## config.mk

```make
export PLATFORM = sky130hd
export DESIGN_NAME = inst_fetch
export DESIGN_NICKNAME = d
export VERILOG_FILES = /design/src/rtl/npc_pkg.sv /design/src/rtl/fetch_fifo.sv /design/src/rtl/inst_fetch.sv
export SDC_FILE = /design/constraint.sdc
export NUM_CORES = 1
export LEC_CHECK = 0
export CORE_ASPECT_RATIO = 0.7
export CORE_MARGIN = 2
export CORE_UTILIZATION = 31
export CTS_BUF_LIST = sky130_fd_sc_hd__clkbuf_8
export CTS_CLUSTER_DIAMETER = 100
export DETAILED_ROUTE_END_ITERATION = 10
export SYNTH_ARGS = -nofsm -noshare
export SYNTH_HDL_FRONTEND = slang
export SYNTH_SLANG_ARGS = --single-unit
```

## constraint.sdc

```tcl
create_clock -name clk -period 2.95 [get_ports clk]
set_input_delay 0.4425 -clock clk [delete_from_list [all_inputs] [get_ports clk]]
set_output_delay 0.4425 -clock clk [all_outputs]
set_load 0.005 [all_outputs]
```

## src/rtl/npc_pkg.sv

```systemverilog
// Shared definitions for the next-PC / fetch slice: word width, NOP encoding,
// fetch FSM states and the buffered instruction entry.
package npc_pkg;

   localparam int XLEN = 32;
   localparam logic [XLEN-1:0] NOP_INST = 32'h0000_0013;

   typedef enum logic [1:0] {
      ST_REQ,
      ST_WAIT,
      ST_DISCARD,
      ST_HALT
   } fetch_state_t;

   typedef struct packed {
      logic            err;
      logic [XLEN-1:0] pc;
      logic [XLEN-1:0] data;
   } fetch_entry_t;

   localparam int ENTRY_W = $bits(fetch_entry_t);

endpackage

```

## src/rtl/fetch_fifo.sv

```systemverilog
// Two-entry instruction buffer; slot0 is always the head so the outputs come
// straight from a register.
module fetch_fifo
   import npc_pkg::*;
#(
   parameter logic [XLEN-1:0] RESET_DATA = NOP_INST
) (
   input  logic         clk,
   input  logic         rst_n,
   input  logic         flush,
   input  logic         push,
   input  fetch_entry_t push_data,
   input  logic         pop,
   output fetch_entry_t head,
   output logic         full,
   output logic         empty
);

   localparam fetch_entry_t RESET_ENTRY = '{err: 1'b0, pc: '0, data: RESET_DATA};

   logic [1:0]   count;
   fetch_entry_t slot0;
   fetch_entry_t slot1;
   logic         do_push;
   logic         do_pop;

   assign full    = (count == 2'd2);
   assign empty   = (count == 2'd0);
   assign head    = slot0;
   assign do_pop  = pop && !empty;
   assign do_push = push && (!full || do_pop);

   // A push and pop on the same edge both land: the new entry slides in behind
   // whatever becomes the new head.
   always_ff @(posedge clk or negedge rst_n) begin
      if (!rst_n) begin
         count <= 2'd0;
         slot0 <= RESET_ENTRY;
         slot1 <= RESET_ENTRY;
      end else if (flush) begin
         count <= 2'd0;
      end else begin
         case ({do_push, do_pop})
            2'b10: begin
               if (count == 2'd0) begin
                  slot0 <= push_data;
               end else begin
                  slot1 <= push_data;
               end
               count <= count + 2'd1;
            end
            2'b01: begin
               slot0 <= slot1;
               count <= count - 2'd1;
            end
            2'b11: begin
               if (count == 2'd1) begin
                  slot0 <= push_data;
               end else begin
                  slot0 <= slot1;
                  slot1 <= push_data;
               end
            end
            default: begin
            end
         endcase
      end
   end

endmodule

```

## src/rtl/inst_fetch.sv

```systemverilog
// Instruction fetch front end: one outstanding memory request, a two-entry
// instruction buffer, redirect handling and halt-on-fault.
module inst_fetch
   import npc_pkg::*;
#(
   parameter logic [XLEN-1:0] START_ADDR = 32'h0000_0000,
   parameter logic [XLEN-1:0] NOP_INST   = npc_pkg::NOP_INST
) (
   input  logic            clk,
   input  logic            global_rst,
   input  logic            redirect_valid,
   input  logic [XLEN-1:0] redirect_pc,
   output logic            mem_req_valid,
   output logic [XLEN-1:0] mem_req_addr,
   input  logic            mem_req_ready,
   input  logic            mem_resp_valid,
   input  logic [XLEN-1:0] mem_resp_data,
   input  logic            mem_resp_err,
   output logic            inst_valid,
   output logic [XLEN-1:0] inst,
   output logic [XLEN-1:0] inst_pc,
   output logic            inst_err,
   input  logic            inst_ready
);

   fetch_state_t    state;
   logic [XLEN-1:0] fetch_pc;
   logic [XLEN-1:0] inflight_pc;
   logic            misalign_pend;
   logic            handshake;
   logic            in_flight;
   logic            push;
   logic            pop;
   logic            fifo_full;
   logic            fifo_empty;
   fetch_entry_t    push_entry;
   fetch_entry_t    head;

   // Reset gates the request so nothing is offered while global_rst is low,
   // and the first request is accepted on the first edge after release.
   assign mem_req_valid = global_rst && (state == ST_REQ) && !misalign_pend &&
                          !fifo_full && !redirect_valid;
   assign mem_req_addr  = fetch_pc;
   assign handshake     = mem_req_valid && mem_req_ready;
   assign in_flight     = (((state == ST_WAIT) || (state == ST_DISCARD)) && !mem_resp_valid) ||
                          handshake;

   assign inst_valid = !fifo_empty;
   assign inst       = head.data;
   assign inst_pc    = head.pc;
   assign inst_err   = head.err;
   assign pop        = inst_valid && inst_ready;

   always_comb begin
      push       = 1'b0;
      push_entry = '{err: 1'b0, pc: inflight_pc, data: mem_resp_data};
      if (!redirect_valid) begin
         if ((state == ST_WAIT) && mem_resp_valid) begin
            push       = 1'b1;
            push_entry = '{err: mem_resp_err, pc: inflight_pc,
                           data: mem_resp_err ? NOP_INST : mem_resp_data};
         end else if ((state == ST_REQ) && misalign_pend) begin
            push       = 1'b1;
            push_entry = '{err: 1'b1, pc: fetch_pc, data: NOP_INST};
         end
      end
   end

   // Redirect wins over everything; a misaligned target is parked until any
   // in-flight response has been swallowed, then turned into a fault entry.
   always_ff @(posedge clk or negedge global_rst) begin
      if (!global_rst) begin
         state         <= ST_REQ;
         fetch_pc      <= START_ADDR;
         inflight_pc   <= '0;
         misalign_pend <= 1'b0;
      end else if (redirect_valid) begin
         fetch_pc      <= redirect_pc;
         misalign_pend <= (redirect_pc[1:0] != 2'b00);
         state         <= in_flight ? ST_DISCARD : ST_REQ;
      end else begin
         case (state)
            ST_REQ: begin
               if (misalign_pend) begin
                  misalign_pend <= 1'b0;
                  state         <= ST_HALT;
               end else if (handshake) begin
                  inflight_pc <= fetch_pc;
                  fetch_pc    <= fetch_pc + 32'd4;
                  state       <= ST_WAIT;
               end
            end
            ST_WAIT: begin
               if (mem_resp_valid) begin
                  state <= mem_resp_err ? ST_HALT : ST_REQ;
               end
            end
            ST_DISCARD: begin
               if (mem_resp_valid) begin
                  state <= ST_REQ;
               end
            end
            default: begin
            end
         endcase
      end
   end

   fetch_fifo #(
      .RESET_DATA(NOP_INST)
   ) u_fifo (
      .clk      (clk),
      .rst_n    (global_rst),
      .flush    (redirect_valid),
      .push     (push),
      .push_data(push_entry),
      .pop      (pop),
      .head     (head),
      .full     (fifo_full),
      .empty    (fifo_empty)
   );

endmodule

```

==> results.toml <==
[die]
dieArea_um2 = 32400
ioPinCount = 170
initial_utilization = 0.317
core.rowCount = 53
fp.dieW_um = 214
die_y_um = 151
core-area_um2 = 30200

[clock_network]
clockBufferDepth = 2
root_buffer = "clkbuf_8"
numCtsBuffers = 17
clkTransAtPathRegs_ns = 0.11
cts_tree = "built"
clock_latency_ns = 0.49
cts.sinks = 199
htree_levels = 4

[finish]
layout-drive-gt1-share = 0.107
fin_util = 0.410
num_antenna_cells = 0
finalNetCount = 1250
nFillCells = 3070
area_growth_pct = 29.1
regArea_um2 = 4990
multi_input_area_um2 = 4290

[detailed_routing]
drc = 0
vias = 8369
wl_um = 30100
vias_per_cell = 5.24
routedWlPerCell_um = 18.8
first_pass_iters = 5
final_antenna_net_count = 0
drt_iter0_markers = 736

[global_routing]
globalRouteMet3Util = 0.0398
grt_max_degree = 189
overflow = 0
grt_pass1_vias = 7935
grt_pass1_wl_um = 47100
gr-usage-met2 = 0.267
grt_busiest_layer = "met1"
grt_antenna_before_repair = 1
track_usage = 0.188
grt_util_met1 = 0.289

[critical_path]
path_common_cell = "buf_4"
crit_family = "buffers and inverters"
cp.buffers_inverters = 4
crit_type = "reg2out"
arrival_ns = 2.41
critPathMaxStageDelay_ns = 0.50
path_cells = "inv_1 > ha_2 > buf_4 > nor4b_4 > buf_4 > and2_1 > clkdlybuf4s50_1"
worst_ep_required_time_ns = 2.51
cp_max_fo = 5
critPathSlowestCell = "clkdlybuf4s50_1"
start_kind = "register"
crit_path_end_kind = "output pin"

[pwr]
intPower_mw = 6.99
peakVddDrop_uv = 577
p_clk_frac = 0.157
powerDensity_nw_per_um2 = 918
comb_power_share = 0.436
p_leak_nw = 5.21
power_frac_seq = 0.406
switching_share = 0.386
p_sw_mw = 4.39

[outcome]
outcome = "complete, no violations"

[yosys]
synth.top_cell.area_share = 0.503
synthCells = 1021
synth.most_common_cell = "dfrtp_1"
seq_area_frac_synth = 0.520
ys_ff_latch = 199
synthTopCellsByArea = "dfrtp_1 (50%), a211oi_1 (5.3%), nand2_1 (5.2%)"
yosysTopAreaCell = "dfrtp_1"
async_flop_share = 1.00
synth.distinct_cells = 57
syn_avg_cell_area_um2 = 9.40
ys.flop_type = "dfrtp_1"
synth_nets = 1099
netlist_area_um2 = 9590
ys_top_cells_by_count = "dfrtp_1 (193), nand2_1 (132), nor2_1 (128)"
yosys_warnings = 0
synth-edff-count = 0

[sta]
fmax_mhz = 351
min_period_over_period = 0.967
hold_viol = 0
skew_ns = 0.0182
setup_viol = 0
relSlewSlack = 0.277
worst_slew_pin_slew_ns = 1.09
rsz0062_at_grt = "no"
finalSetupTns_ns = 0
slew_viol_final = 0
min_period_ns = 2.85

[place]
io_buffer_count = 169
gp_congestion = 0.822
dpl.hpwl_um = 20000

[hold_path]
hold_class = "reg2reg"

[job]
cap_violations = 0
-- layout make-up --
type	count	share of cell area
Clock buffer	19	0.0211
Clock inverter	13	0.0109
Inverter	17	0.00515
Multi-Input combinational cell	724	0.347
Sequential cell	199	0.403
Tap cell	412	0.0416
Timing Repair Buffer	213	0.172
-- power groups by stage --
| stage | Clock, mW | Sequential (mW) | Combinational, mW |
|---|---|---|---|
| global placement | 0 | 4.65 | 4.91 |
| detailed placement | 0 | 4.68 | 5.00 |
| finish | 1.79 | 4.62 | 4.96 |
| global route | 1.98 | 4.79 | 5.53 |
| CTS | 1.85 | 4.62 | 5.02 |
| floorplan | 0 | 4.53 | 2.86 |
-- what timing repair did --
action	in CTS	in global routing
resized for setup	2	2
endpoints found under the hold margin	11	0
hold buffers	1	0
setup buffers	1	1
pin swaps	0	1
setup endpoints to repair	1	1
-- registers in the layout, summed over array words and instances (netlist names) --
signal	count
inflight_pc	32
state	2
misalign_pend	1
u_fifo.head	65
u_fifo.slot1	65
mem_req_addr	32
u_fifo.count	2
-- worst paths after layout --
| kind | start | endpoint | slack (ns) | depth (start not counted) |
|---|---|---|---|---|
| worst max-delay path | u_fifo.count[0]$_DFFE_PN0P_ | mem_req_valid | 0.1 | 7 |
| worst min-delay path | u_fifo.slot1[4]$_DFFE_PN1P_ | u_fifo.slot1[4]$_DFFE_PN1P_ | 0.47 | 2 |
| worst max register to register | u_fifo.count[0]$_DFFE_PN0P_ | mem_req_addr[14]$_DFFE_PN0P_ | 0.34 | 9 |
| worst min register to register | u_fifo.slot1[4]$_DFFE_PN1P_ | u_fifo.slot1[4]$_DFFE_PN1P_ | 0.47 | 2 |
| max in group asynchronous | global_rst | mem_req_addr[9]$_DFFE_PN0P_ | 1.17 | 3 |
| min in group asynchronous | global_rst | mem_req_addr[5]$_DFFE_PN0P_ | 0.48 | 2 |
-- per-stage QoR --
stage / hold slack [ns] / setup WS (ns) / std cells / total power, mW / cell area, um^2
6_report: 0.466 / 0.0975 / 1597 / 11.4 / 12400
5_1_grt: 0.420 / 0.00256 / 1597 / 12.3 / 12400
4_1_cts: 0.422 / 0.0298 / 1596 / 11.5 / 12400
3_5_place_dp: 0.306 / 0.0310 / 1562 / 9.67 / 11900
3_3_place_gp: 0.304 / 0.105 / 1562 / 9.56 / 11900
2_1_floorplan: 0.147 / 0.347 / 1021 / 7.39 / 9590
-- logic make-up (layout without fill, tap and decap cells) --
| family | after synthesis | in the layout | synth area share |
|---|---|---|---|
| AND/OR/NAND/NOR | 438 | 438 | 0.211 |
| multiplexers | 32 | 32 | 0.0372 |
| flip-flops | 199 | 199 | 0.520 |
| XOR/XNOR | 2 | 2 | 0.00183 |
| AO/OA/AOI/OAI | 245 | 245 | 0.181 |
| adder cells (fa/ha/maj) | 7 | 7 | 0.00913 |
| buffers and inverters | 98 | 262 | 0.0399 |
-- per-layer routing --
layer	share of wire	vias to the layer above
met5	0	-
met3	0.053	17
met4	0.0089	0
met1	0.51	4110
met2	0.43	237
li1	-	4005
-- worst reg2reg max path, delay by kind of cell, from the launching register on --
family,cells,cell delay [ns]
flip-flops,1,0.39
buffers and inverters,4,0.50
adder cells (fa/ha/maj),1,0.20
AND/OR/NAND/NOR,3,1.27
AO/OA/AOI/OAI,1,0.18
-- layout by cell type, fill, tap and decap left out, types with 5 or more instances in the layout --
| cell type | count |
|---|---|
| ha_1 | 6 |
| o41ai_1 | 5 |
| mux2_2 | 29 |
| clkbuf_8 | 20 |
| a2bb2oi_1 | 29 |
| or4_1 | 8 |
| o21ai_0 | 27 |
| dfrtp_1 | 193 |
| nor3_1 | 20 |
| a31o_2 | 5 |
| buf_12 | 8 |
| nor2b_1 | 5 |
| nor2_1 | 127 |
| nand2_1 | 131 |
| a31oi_1 | 12 |
| dfstp_2 | 6 |
| a21oi_1 | 35 |
| and3_1 | 25 |
| nand3_1 | 72 |
| inv_1 | 17 |
| a211oi_1 | 68 |
| clkdlybuf4s50_1 | 168 |
| buf_4 | 34 |
| nand4_1 | 13 |
| inv_6 | 5 |
| o31ai_1 | 39 |
| nor4_1 | 8 |
Note: power is estimated with default switching activity, not from simulation.
==> RTL edit 1 (same flow settings) <==
Set the package constant `XLEN` to 16 (it was 32).
--- a/src/rtl/npc_pkg.sv
+++ b/src/rtl/npc_pkg.sv
@@ -3,5 +3,5 @@
 package npc_pkg;
 
-   localparam int XLEN = 32;
+   localparam int XLEN = 16;
    localparam logic [XLEN-1:0] NOP_INST = 32'h0000_0013;
 
Ports: changed (5 resized); port bits go from 170 to 90. No check against the original RTL was run, so the function may have changed too.
==> RTL edit 1 against the unedited design <==
Maximum frequency increased by 2.2%; total power shrank 45%; sequential cell count shrank 96; register-to-register slack better by 0.27 ns; area after synthesis shrank 47%; worst setup slack better by 0.062 ns; critical path depth is 2 lower; cell area fell by 48%; routed wire length decreased by 52%; sequential power down 48%; clock skew decreased by 0.0050 ns; clock power fell by 51%; critical path type unchanged; critical endpoint unchanged.
==> RTL edit 1: results (changes against the unedited design) <==
Final clock skew - 0.01321 ns (was 0.01821 ns)
DR WL/cell - 16.67 um (was 18.83 um)
Fillers - 1665 (was 3070)
Final nets - 687 (was 1250)
WP data arrival - 2.35 ns (was 2.41 ns)
Seq/Total Area, Yosys - 50.59% (was 51.98%)
Synth cell types - 60 (was 57)
Outcome - finished clean (unchanged)
Area contributors post-synth - dfrtp_1, nand2_1, nand3_1 (was dfrtp_1, a211oi_1, nand2_1)
CP max stage delay - 0.58 ns (was 0.50 ns)
Share of layout cells above drive strength 1 - 8.204% (was 10.72%)
Worst hold path class - primary input to async pin (was flip-flop to flip-flop)
VDD IR max - 0.3339 mV (was 0.5774 mV)
Overall Global Routing Usage - 16.96% (was 18.79%)
Worst skew pair latency - 0.38 ns (was 0.49 ns)
TritonCTS Buffers - 9 (was 17)
Post-Syn Area per Cell - 8.933 um^2 (was 9.397 um^2)
Post-placement cell count - 855 (was 1562)
Pleak - 2.704 nW (was 5.212 nW)
GP Congestion - 0.8247 (was 0.8217)
Port buffer count - 89 (was 169)
HPWL after DPL - 10.25 mm (was 20.04 mm)
Syn_nets - 618 (was 1099)
CP max FO - 12 (was 5)
Place WS - 0.3176 ns (was 0.03100 ns)
Ys flop type - dfrtp_1 (unchanged)
Final WL - 14.52 mm (was 30.07 mm)
Vias per std cell - 5.247 (was 5.240)
Slew @ Worst Pin - 0.7398 ns (was 1.085 ns)
Vias in the first global route - 4456 (was 7935)
Largest net degree at the start of global routing - 60 (was 189)
First-pass GRT wire length - 23.69 mm (was 47.15 mm)
Synth top cells by count - nand2_1, dfrtp_1, nand3_1 (was dfrtp_1, nand2_1, nor2_1)
P_sw - 2.556 mW (was 4.385 mW)
Initial antenna violation count - 0 (was 1)
Longest Clk Path Bufs - 2 (unchanged)
==> RTL edit 1: changes by cell type after synthesis, sizes merged, moves of 25 or more <==
cell     before  now
nor2        128   36
o31ai        39    1
a2bb2oi      29    1
dfrtp       193   97
clkbuf       62   14
a211oi       68    0
o21ai        28   65
mux2         29    4
nand2       132  105
==> RTL edit 1: path summary, 6_finish.rpt <==
| check | startpoint | end | slack (ns) | cells past startpoint |
|---|---|---|---|---|
| max in group asynchronous | global_rst | u_fifo.slot1[9] | 1.58 | 3 |
| worst min register to register | u_fifo.slot1[1] | u_fifo.slot1[1] | 0.46 | 2 |
| worst max register to register | state[0] | u_fifo.head[31] | 0.61 | 7 |
| min in group clk | u_fifo.slot1[1] | u_fifo.slot1[1] | 0.46 | 2 |
| worst min-delay path | global_rst | inflight_pc[4] | 0.18 | 2 |
| worst max-delay path | state[1] | mem_req_valid | 0.16 | 5 |
==> RTL edit 1: logic make-up (layout without fill, tap and decap cells) <==
| family | count (synthesis) | after routing | synth area share (%) |
|---|---|---|---|
| XOR/XNOR | 2 | 2 | 0.3429 |
| adder cells (fa/ha/maj) | 7 | 7 | 1.714 |
| AO/OA/AOI/OAI | 149 | 149 | 17.87 |
| flip-flops | 103 | 103 | 50.59 |
| buffers and inverters | 55 | 129 | 4.995 |
| multiplexers | 7 | 7 | 1.469 |
| AND/OR/NAND/NOR | 249 | 249 | 23.02 |
==> RTL edit 1: what timing repair did <==
action / CTS / global route
setup endpoints to repair: 0 / 1
setup buffers: 0 / 0
hold buffers: 0 / 0
resized for setup: 0 / 1
==> RTL edit 1: layout make-up <==
class	instances	area share, %
Clock buffer	9	1.939
Inverter	10	0.5875
Timing Repair Buffer	103	15.75
Sequential cell	103	40.46
Tap cell	225	4.407
Multi-Input combinational cell	414	35.70
Clock inverter	7	1.156
==> RTL edit 1: routing by layer <==
metal,GRT usage (%),share of wire (%),vias to the layer above
met4,4.364,0.99,0
met1,26.63,51,2226
met2,23.55,41,162
met5,0,0,-
met3,3.503,6.5,14
li1,-,-,2168
==> RTL edit 1: power by group through the flow <==
| stage | logic, mW | registers [mW] | clock network [mW] |
|---|---|---|---|
| 6_report | 2.93 | 2.40 | 0.884 |
| 5_1_grt | 3.28 | 2.48 | 0.958 |
| 4_1_cts | 2.92 | 2.39 | 0.912 |
| 3_5_place_dp | 2.91 | 2.42 | 0 |
| 3_3_place_gp | 2.82 | 2.40 | 0 |
| 2_1_floorplan | 1.85 | 2.33 | 0 |
==> RTL edit 1: metrics by stage <==
stage	hold slack [ns]	cell area [um^2]	utilization (%)	total power, mW
after floorplan	0.1469	5110	-	4.179
after global placement	0.4452	6188	38.20	5.226
after detailed placement	0.4477	6188	38.20	5.335
after CTS	0.2204	6386	39.42	6.229
after global routing	0.2316	6389	39.43	6.714
final	0.1841	6389	39.43	6.210
==> RTL edit 2 (same settings) <==
Made on the original files. The 4 states of `fetch_state_t` get a one-hot encoding in 4 bits.
--- a/src/rtl/npc_pkg.sv
+++ b/src/rtl/npc_pkg.sv
@@ -6,9 +6,9 @@
    localparam logic [XLEN-1:0] NOP_INST = 32'h0000_0013;
 
-   typedef enum logic [1:0] {
-      ST_REQ,
-      ST_WAIT,
-      ST_DISCARD,
-      ST_HALT
+   typedef enum logic [3:0] {
+      ST_REQ     = 4'b0001,
+      ST_WAIT    = 4'b0010,
+      ST_DISCARD = 4'b0100,
+      ST_HALT    = 4'b1000
    } fetch_state_t;
 
Formal check against the unedited RTL: no difference found for any inputs over 4 cycles, from zero or initial values and one cycle with global_rst low; so few cycles prove little.
==> RTL edit 2 against the unedited design <==
Total power barely moved; sequential cell count rose by 2; worst setup slack improved by 0.0031 ns; maximum frequency rose by 0.11%; routed wire length fell by 3.5%; cell area rose by 1.6%; area after synthesis fell by 1.3%; combinational power fell by 17%; largest cell class unchanged; largest power group is now sequential cells; highest routed layer unchanged.
==> RTL edit 2: results (changes against the unedited design) <==
Outcome - finished clean (unchanged)
VDD IR max - 0.4029 mV (was 0.5774 mV)
Slew @ Worst Pin - 1.084 ns (was 1.085 ns)
Fillers - 2952 (was 3070)
CP max stage delay - 0.53 ns (was 0.50 ns)
Logic gate share of total power - 36.1% (was 43.6%)
Non-clock buffers - 208 (was 213)
GP Congestion - 0.8890 (was 0.8217)
Vias in the first global route - 7927 (was 7935)
Seq/Total Area, Yosys - 53.21% (was 51.98%)
H-tree depth - 2 (was 4)
Most common cell in the netlist - nand2_1 (was dfrtp_1)
Overall Global Routing Usage - 18.25% (was 18.79%)
Synthesized netlist cell count - 1027 (was 1021)
P_sw - 3.857 mW (was 4.385 mW)
TritonCTS Buffers - 35 (was 17)
Setup bufs post-CTS - 0 (was 1)
Non-clock inverter count in the final layout - 38 (was 17)
Longest Clk Path Bufs - 3 (was 2)
Crit path max-delay family - simple AND/OR/NAND/NOR gates (was buffers and inverters)
Mux contribution to synthesized area - 8.721% (was 3.717%)
Final core occ - 41.90% (was 40.97%)
Min Hold Slack - 0.1547 ns (was 0.4661 ns)
Reg2reg setup slack - 0.12 ns (was 0.34 ns)
Vias per std cell - 4.999 (was 5.240)
Largest net degree at the start of global routing - 72 (was 189)
Critical path launch point - state[0] (was u_fifo.count[0])
Area contributors post-synth - dfrtp_1, mux2_2, nand2_1 (was dfrtp_1, a211oi_1, nand2_1)
Placed Area - 11820 um^2 (was 11950 um^2)
RR Endpoint - mem_req_addr[19] (was mem_req_addr[14])
First-pass GRT wire length - 45.42 mm (was 47.15 mm)
# clk buffers - 41 (was 19)
DR WL/cell - 17.75 um (was 18.83 um)
HPWL after DPL - 19.39 mm (was 20.04 mm)
PD cells - 903.9 nW/um^2 (was 918.2 nW/um^2)
Post-placement cell count - 1572 (was 1562)
Clk tree area frac - 5.975% (was 3.202%)
Wire length on met2 - 12.48 mm (was 12.83 mm)
Complex-gate fraction of the synthesized area - 12.24% (was 18.10%)
Worst hold path class - primary input to async pin (was flip-flop to flip-flop)
Reg-to-reg startpoint - state[0] (was u_fifo.count[0])
Place WS - 0.07495 ns (was 0.03100 ns)
Worst skew pair latency - 0.52 ns (was 0.49 ns)
Post-synthesis xor/xnor area fraction - 0.5550% (was 0.1826%)
Seq power - 4.47 mW (was 4.62 mW)
R2R cell count - 5 (was 9)
Met3 routed WL - 1.607 mm (was 1.597 mm)
Final instance area - 12590 um^2 (was 12390 um^2)
Biggest consumer - sequential cells (was combinational logic)
Initial antenna violation count - 0 (was 1)
Share of layout cells above drive strength 1 - 14.55% (was 10.72%)
Area of the multi-input gates - 4054 um^2 (was 4293 um^2)
[RTL edit 2: what timing repair did]
item                       CTS  global route
hold buffers                 0             0
resized for setup            0             3
setup endpoints to repair    0             5
[RTL edit 2: logic make-up (layout without fill, tap and decap cells)]
group	Yosys count	in the layout
flip-flops	201	201
XOR/XNOR	6	6
adder cells (fa/ha/maj)	4	4
AO/OA/AOI/OAI	199	199
multiplexers	74	74
buffers and inverters	113	309
AND/OR/NAND/NOR	430	430
[RTL edit 2: routing by layer]
layer | GRT usage (%) | vias up
met2 | 27.15 | 208
li1 | - | 3888
met1 | 26.69 | 4032
met3 | 3.776 | 45
met4 | 5.280 | 0
met5 | 0 | -
[RTL edit 2: worst register-to-register path, cell delays in order (launching register included)]
cell and delay (ns):
dfstp_2 0.53, or4b_4 0.50, or4_2 0.69, or3_1 0.57
o311ai_2 0.28, o211ai_1 0.12
